### config.mk
export PLATFORM = sky130hd
export DESIGN_NAME = icache_responder
export DESIGN_NICKNAME = d
export VERILOG_FILES = /design/src/rtl/icache_responder.sv
export SDC_FILE = /design/constraint.sdc
export NUM_CORES = 2
export LEC_CHECK = 0
export BUFFER_PORTS_ARGS = -buffer_cell sky130_fd_sc_hd__buf_2
export CORE_UTILIZATION = 55
export DETAILED_ROUTE_END_ITERATION = 7
export PLACE_DENSITY_LB_ADDON = 0.05
export SYNTH_ARGS = -nofsm -noshare
export SYNTH_HDL_FRONTEND = slang
export SYNTH_SLANG_ARGS = --single-unit
### constraint.sdc
create_clock -name Clk -period 5.1 [get_ports Clk]
set_clock_uncertainty 0.15 [all_clocks]
set_input_delay 0.51 -clock Clk [delete_from_list [all_inputs] [get_ports Clk]]
set_output_delay 0.51 -clock Clk [all_outputs]
set_load 0.01 [all_outputs]
### src/rtl/icache_responder.sv
// icache_responder: direct-mapped I-cache with combinational lookup and word-by-word req/ack line refill
module icache_responder #(
  parameter int LINES = 16,
  parameter int WORDS_PER_LINE = 4
) (
  input  logic        Clk,
  input  logic        Rst,
  input  logic [31:0] Icache_bus_in,
  output logic [32:0] Icache_bus_out,
  input  logic        Inv,
  output logic        Mem_Req,
  output logic [31:0] Mem_Addr,
  input  logic [31:0] Mem_Data,
  input  logic        Mem_Ack,
  output logic [31:0] Miss_Count
);
  localparam int WB = $clog2(WORDS_PER_LINE);
  localparam int IB = $clog2(LINES);
  localparam int TW = 30 - WB - IB;
  typedef enum logic {IDLE, REFILL} state_t;
  state_t state_q, state_d;
  logic mem_req_q, mem_req_d;
  logic [31:0] mem_addr_q, mem_addr_d, miss_count_q, miss_count_d;
  logic [WB-1:0] cnt_q, cnt_d;
  logic [LINES-1:0] valid_q, valid_d;
  logic [31:0] data_mem_q [LINES][WORDS_PER_LINE];
  logic [TW-1:0] tag_mem_q [LINES];
  logic [WB-1:0] word;
  logic [IB-1:0] idx, r_idx;
  logic [TW-1:0] tag, r_tag;
  logic hit, last_ack, unused_ok;
  assign word = Icache_bus_in[2+:WB];
  assign idx = Icache_bus_in[2+WB+:IB];
  assign tag = Icache_bus_in[31-:TW];
  // the refill address keeps the line's index and tag bits fixed for the whole refill
  assign r_idx = mem_addr_q[2+WB+:IB];
  assign r_tag = mem_addr_q[31-:TW];
  assign hit = state_q == IDLE && valid_q[idx] && tag_mem_q[idx] == tag;
  assign last_ack = state_q == REFILL && Mem_Ack && cnt_q == WB'(WORDS_PER_LINE - 1);
  assign Icache_bus_out = {!hit, data_mem_q[idx][word]};
  assign Mem_Req = mem_req_q;
  assign Mem_Addr = mem_addr_q;
  assign Miss_Count = miss_count_q;
  assign unused_ok = ^Icache_bus_in[1:0];
  // next state: start a refill on an idle miss, advance one word per ack, validate on the last
  always_comb begin
    state_d = state_q;
    mem_req_d = mem_req_q;
    mem_addr_d = mem_addr_q;
    cnt_d = cnt_q;
    miss_count_d = miss_count_q;
    valid_d = Inv ? '0 : valid_q;
    if (state_q == IDLE && !hit) begin
      state_d = REFILL;
      mem_req_d = 1'b1;
      mem_addr_d = {Icache_bus_in[31:2+WB], {(2+WB){1'b0}}};
      cnt_d = '0;
      miss_count_d = miss_count_q + 32'd1;
    end else if (last_ack) begin
      valid_d[r_idx] = 1'b1;
      mem_req_d = 1'b0;
      state_d = IDLE;
    end else if (state_q == REFILL && Mem_Ack) begin
      cnt_d = cnt_q + WB'(1);
      mem_addr_d = mem_addr_q + 32'd4;
    end
  end
  // control registers with synchronous reset
  always_ff @(posedge Clk) begin
    if (Rst) begin
      state_q <= IDLE;
      mem_req_q <= 1'b0;
      mem_addr_q <= '0;
      cnt_q <= '0;
      miss_count_q <= '0;
      valid_q <= '0;
    end else begin
      state_q <= state_d;
      mem_req_q <= mem_req_d;
      mem_addr_q <= mem_addr_d;
      cnt_q <= cnt_d;
      miss_count_q <= miss_count_d;
      valid_q <= valid_d;
    end
  end
  // data and tag arrays are write-only on refill acks and are never reset
  always_ff @(posedge Clk) begin
    if (!Rst && state_q == REFILL && Mem_Ack) data_mem_q[r_idx][cnt_q] <= Mem_Data;
    if (!Rst && last_ack) tag_mem_q[r_idx] <= r_tag;
  end
endmodule

## Word-level counts from Yosys, hierarchy flattened

Memory sizes are Yosys's and may differ from the RTL's.
Index checks and enable logic that the tools add are counted.

| operators by class | value |
|---|---|
| $add $sub $neg | 3 |
| order comparisons | 6 |
| eq/ne operators | 3 |
| multiplexer cells | 21 |
| bitwise operators | 5 |
| reductions and logical operators | 17 |

Operators by type and width:

| kind | count |
|---|---|
| 32-bit two-way mux | 6 |
| 128-bit two-way mux | 1 |
| 32-bit binary-select mux with 2-bit select | 1 |
| 32-bit demux with 2-bit select | 1 |
| 16-bit two-way mux | 3 |
| 32-bit by 1-bit adder with 32-bit output, second input constant | 1 |
| 32-bit by 3-bit adder with 32-bit output, second input constant | 1 |
| 24-bit == test | 1 |
| 16-bit bitwise OR | 1 |
| 1-bit logical AND | 10 |
| 4-bit by 5-bit < comparator with 1-bit output, second input constant | 2 |
| 1-bit two-way mux | 7 |
| 3-bit >= comparator, second input constant | 2 |
| 2-bit inverter with 3-bit output | 2 |
| 1-bit binary-select mux with 4-bit select | 1 |
| 1-bit demux with 4-bit select | 1 |
| 4-bit by 1-bit >= comparator with 1-bit output, second input constant | 1 |
| 2-bit AND reduction | 2 |
| 2-bit nonzero test | 2 |
| 3-bit by 1-bit < comparator with 1-bit output, second input constant | 1 |
| 2-bit by 1-bit adder with 2-bit output, second input constant | 1 |
| 2-bit == test, second input constant | 1 |
| 1-bit zero test | 2 |
| 2-bit by 1-bit inequality test with 1-bit output, second input constant | 1 |
| other kinds (2) | 3 |

| word-level totals | value |
|---|---|
| bits in registers | 83 |
| bits in writable memories | 2432 |
| input port bits | 68 |
| output and inout port bits | 98 |
| word-level logic and storage cells | 63 |
| memories kept | 2 |

Memories:

| name | depth | bits a word | read ports | clocked after memory_dff | write ports | RTL line | text |
|---|---|---|---|---|---|---|---|
| data_mem_q | 16 | 128 | 1 | 0 | 1 | 26 | `logic [31:0] data_mem_q [LINES][WORDS_PER_LINE];` |
| tag_mem_q | 16 | 24 | 1 | 0 | 1 | 27 | `logic [TW-1:0] tag_mem_q [LINES];` |

## Logic depth before layout (Yosys ltp)

| logic depth | value |
|---|---|
| depth after elaboration | 8 |
| gate-level depth with buffers | 17 |
| mapped depth without buffers | 9 |

## Worst setup path after synthesis

Ideal clock, no wire load.

| timing | value |
|---|---|
| kind | input-to-output |
| from | input Icache_bus_in[4] |
| to | output Icache_bus_out[31] |
| arrival | 3.713 ns |
| data required time | 4.440 ns |
| slack | 0.727 ns |
| stages on the path | 10 |
| path buffers | 7 |
| cells stage by stage | buf_4 > buf_6 > buf_4 > buf_2 > buf_2 > clkbuf_1 > buf_1 > mux4_2 > mux4_2 > mux4_2 |

| on the way | value |
|---|---|
| word-level cells in the longest chain between the ends | 4 |

RTL lines:

| item | RTL line | text |
|---|---|---|
| start, declared | 8 | `input logic [31:0] Icache_bus_in,` |
| memory read 16 x 128 bit | -- |  |
| 32-bit binary-select mux with 2-bit select | 40 | `assign Icache_bus_out = {!hit, data_mem_q[idx][word]};` |
| 32-bit two-way mux (implied by the code) (2 in a row) | 40 |  |
| end, declared | 9 | `output logic [32:0] Icache_bus_out,` |

No other way between the ends. The select of a mux whose other input is x is not followed.

## Worst setup path in the final report

| timing | value |
|---|---|
| from | input Icache_bus_in[5] |
| to | output Icache_bus_out[30] |

The elaborated chain is that of the path after synthesis.

==> impl_table.tex <==
\begin{tabular}{lr}
\hline
Metric & Value \\
\hline
\multicolumn{2}{l}{\textbf{Floorplanning}} \\
Number of cell rows & 154 \\
Total Die Area & 179000 µm² \\
Initial cell density of the core & 0.554 \\
Chip Height & 424 µm \\
Area of the core region & 176000 µm² \\
Horiz. Die Dim & 424 µm \\
Number of ports placed on the die boundary & 166 \\
\multicolumn{2}{l}{\textbf{Pwr}} \\
Power spent charging and discharging nets & 0.00897 W \\
Combinational power share & 0.047 \\
Part of the total power dissipated in sequential elements & 0.523 \\
Total power per unit cell area & 390 nW/µm² \\
Clock network power share & 0.429 \\
Static Leakage & 35.2 nW \\
Switch share & 0.206 \\
Largest vdd supply drop & 0.229 mV \\
Cell internal power dissipation & 0.0345 W \\
\multicolumn{2}{l}{\textbf{STA}} \\
Count of final setup violators & 0 \\
Relative slew slack & 0.149 \\
Clock period minus final worst setup slack & 4410 ps \\
Maximum clock frequency & 227 MHz \\
TNS Setup & 0 ps \\
RSZ-0062 raised after global routing & false \\
Slew at the pin with the worst max-slew slack & 1280 ps \\
Final number of hold-violating endpoints & 0 \\
Max-slew violations & 0 \\
Post-route clock period utilization & 0.865 \\
\multicolumn{2}{l}{\textbf{Placement}} \\
Weighted congestion at the end of routability-driven global placement & 0.852 \\
Post-DP HPWL & 142000 µm \\
Port buffer count & 161 \\
Placed cell count & 6757 \\
\multicolumn{2}{l}{\textbf{Worst setup path}} \\
Startpoint type of the worst setup path & primary input \\
Critical Path Fanout Max & 54 \\
Crit. End Element & primary output \\
Worst endpoint data arrival time & 3750 ps \\
Dominant cell type by count on the critical path & mux4\_2 \\
Startpoint-to-endpoint class of the critical path & in -> out \\
Cell with the largest stage delay on the worst path & buf\_4 \\
CP max stage delay & 580 ps \\
Data required time at the worst endpoint & 4440 ps \\
Chain of cells forming the critical path & buf\_8 > buf\_4 > buf\_4 > mux4\_2 > mux4\_2 > mux4\_2 > buf\_2 \\
\multicolumn{2}{l}{\textbf{Clock tree}} \\
Clock Latency Late Sink & 910 ps \\
Clock net sink count & 2513 \\
Post-CTS repair timing setup buffer count & 0 \\
Master cell of the clock root buffer & clkbuf\_16 \\
Clock Tree Buf Depth & 4 \\
CTS HTree Levels & 5 \\
Clock Pin Slew Worst Setup and Hold Paths & 60 ps \\
Clock tree from TritonCTS & built \\
Number of buffers added by the clock tree synthesis step & 276 \\
\multicolumn{2}{l}{\textbf{GRT}} \\
Total global-route track usage & 0.284 \\
Initial antenna violation count & 20 \\
Maximum number of pins on one net before global-route repair & 121 \\
Remaining Overflow, GRT & 0 \\
Via count of the first global-routing pass & 47.8k \\
Global-route wire length before repair & 358000 µm \\
\multicolumn{2}{l}{\textbf{Route}} \\
Final Routed Wirelength & 251000 µm \\
Vias per inst & 6.56 \\
Via count & 47.5k \\
Residual DRC & 10 \\
Number of DRC violations after detailed-routing iteration 0 & 5593 \\
Number of nets still failing antenna checks after routing & 0 \\
Number of optimization iterations in the first detailed-route pass & 8 \\
WL per Instance & 34.6 µm \\
\multicolumn{2}{l}{\textbf{Layout}} \\
Synth-to-layout area growth & 14.2\% \\
Number of standard cells in the layout, taps in and fillers out & 7248 \\
Share of cells above drive strength 1 & 0.318 \\
Count of fill cells added during filler insertion & 11.9k \\
Final core utilization & 0.633 \\
\# nets final & 4794 \\
\multicolumn{2}{l}{\textbf{Synthesis}} \\
Library cell with the highest instance count after synthesis & edfxtp\_1 \\
Average size of a mapped cell & 22.6 µm² \\
Cell accounting for the most synthesized area & edfxtp\_1 \\
Post-synthesis cell type count & 67 \\
Post-synth top flop & edfxtp\_1 \\
Synth async-reset ratio & 0 \\
Proportion of synthesized chip area in sequential cells & 0.764 \\
Number of synthesized flops with an enable pin & 2432 \\
Portion of synthesized cell area occupied by the leading cell type & 0.747 \\
Post-synthesis cell area & 97700 µm² \\
Seq cells post-synth & 2513 \\
Leading cell types by count after synthesis & edfxtp\_1 (2432), mux4\_2 (734), nor2\_1 (128), clkbuf\_1 (120), nand2\_1 (96) \\
Post-Synthesis Cells & 4323 \\
Yosys synthesis warning count & 0 \\
Area contributors post-synth & edfxtp\_1 (75\%), mux4\_2 (17\%), dfxtp\_1 (1.7\%) \\
\multicolumn{2}{l}{\textbf{Outcome}} \\
Violations in the final reports & DRC \\
Run status & finished, violations left \\
\multicolumn{2}{l}{\textbf{Run}} \\
Maximum capacitance violations & 0 \\
\multicolumn{2}{l}{\textbf{Worst hold path}} \\
Type of the worst min-delay path & in -> reg \\
\hline
\end{tabular}
-- layout make-up --
class / instances / area (µm²) / share of cell area
flip-flops and latches: 2513 / 74700 / 0.669
diodes: 4 / 10.0 / 0.0000897
clock buffers: 348 / 7440 / 0.0667
multi-input cells: 1549 / 22500 / 0.201
repair buffers: 360 / 3120 / 0.0280
inverters: 20 / 75.1 / 0.000673
well taps: 2340 / 2930 / 0.0262
clock inverters: 114 / 893 / 0.00801
-- worst max-delay path, delay by kind of cell --
kind | cells | cell delay (ps)
buffers and inverters | 4 | 1650
multiplexers | 3 | 1460
-- routing by layer --
layer  vias to the layer above  routed length [µm]  track usage
li1                      19200                   -            -
met1                     25900              104000        0.416
met2                      2018              123000        0.456
met3                       362               18100       0.0461
met4                         8                5350       0.0675
met5                         -                  47            0
-- cells by family (layout without fill, tap and decap cells) --
kind of cell | count (synthesis) | after routing | share of synthesized area
fa+ha+maj | 6 | 6 | 0.000768
buf+inv | 262 | 842 | 0.0126
xor+xnor | 63 | 63 | 0.00565
other cells | 1 | 6 | 0.0000384
simple gates | 432 | 432 | 0.0216
mux | 838 | 838 | 0.180
flops | 2513 | 2513 | 0.764
compound gates | 208 | 208 | 0.0153
-- placed cells by master, fill, tap and decap left out, drive strengths merged, types with 15 or more instances in the layout --
cell and n:
nor2 128, mux2 35, buf 334, a21oi 30
nor2b 26, nand2 96, inv 20, nand3 31
xnor2 37, mux2i 69, xor2 26, o22ai 15
mux4 734, and3 19, o21ai 40, dlygate4sd3 25
edfxtp 2432, nand4 20, nor3 38, bufinv 15
clkinv 94, a211oi 22, a21o 20, dfxtp 81
clkbuf 349
-- final timing paths --
check,start,to,slack (ps),cells past startpoint
worst min-delay path,Inv,valid_q[9],150,3
worst max register to register,tag_mem_q[14][20],Miss_Count[31],1260,10
worst max-delay path,Icache_bus_in[5],Icache_bus_out[30],690,7
worst min register to register,valid_q[10],valid_q[10],300,1
-- power groups by stage --
stage                     Sequential, W  Clock, W  Combinational, W
after global routing             0.0228    0.0197           0.00218
final                            0.0228    0.0187           0.00206
after CTS                        0.0228    0.0190           0.00208
after floorplan                  0.0232         0           0.00119
after global placement           0.0232         0           0.00204
after detailed placement         0.0232         0           0.00206
-- timing repair --
action / CTS / global route
gates resized for setup: 0 / 0
endpoints found under the hold margin: 25 / 0
hold buffers: 25 / 0
-- stage by stage --
step                      total power (W)  setup slack [ps]  hold WS (ps)  cell area [µm²]
after floorplan                    0.0244               727           271            97700
after global placement             0.0252               501           282           103000
after detailed placement           0.0253               459           286           103000
after CTS                          0.0438               635          84.6           112000
after global routing               0.0447               567           148           112000
final                              0.0435               690           153           112000
-- state kept, by name, summed over array words and instances, names as in the netlist --
name	count
data_mem_q	2048
tag_mem_q	384
Miss_Count	32
Mem_Addr	30
valid_q	16
cnt_q	2
Mem_Req	1
No activity file was read; power rests on OpenSTA's default activity.
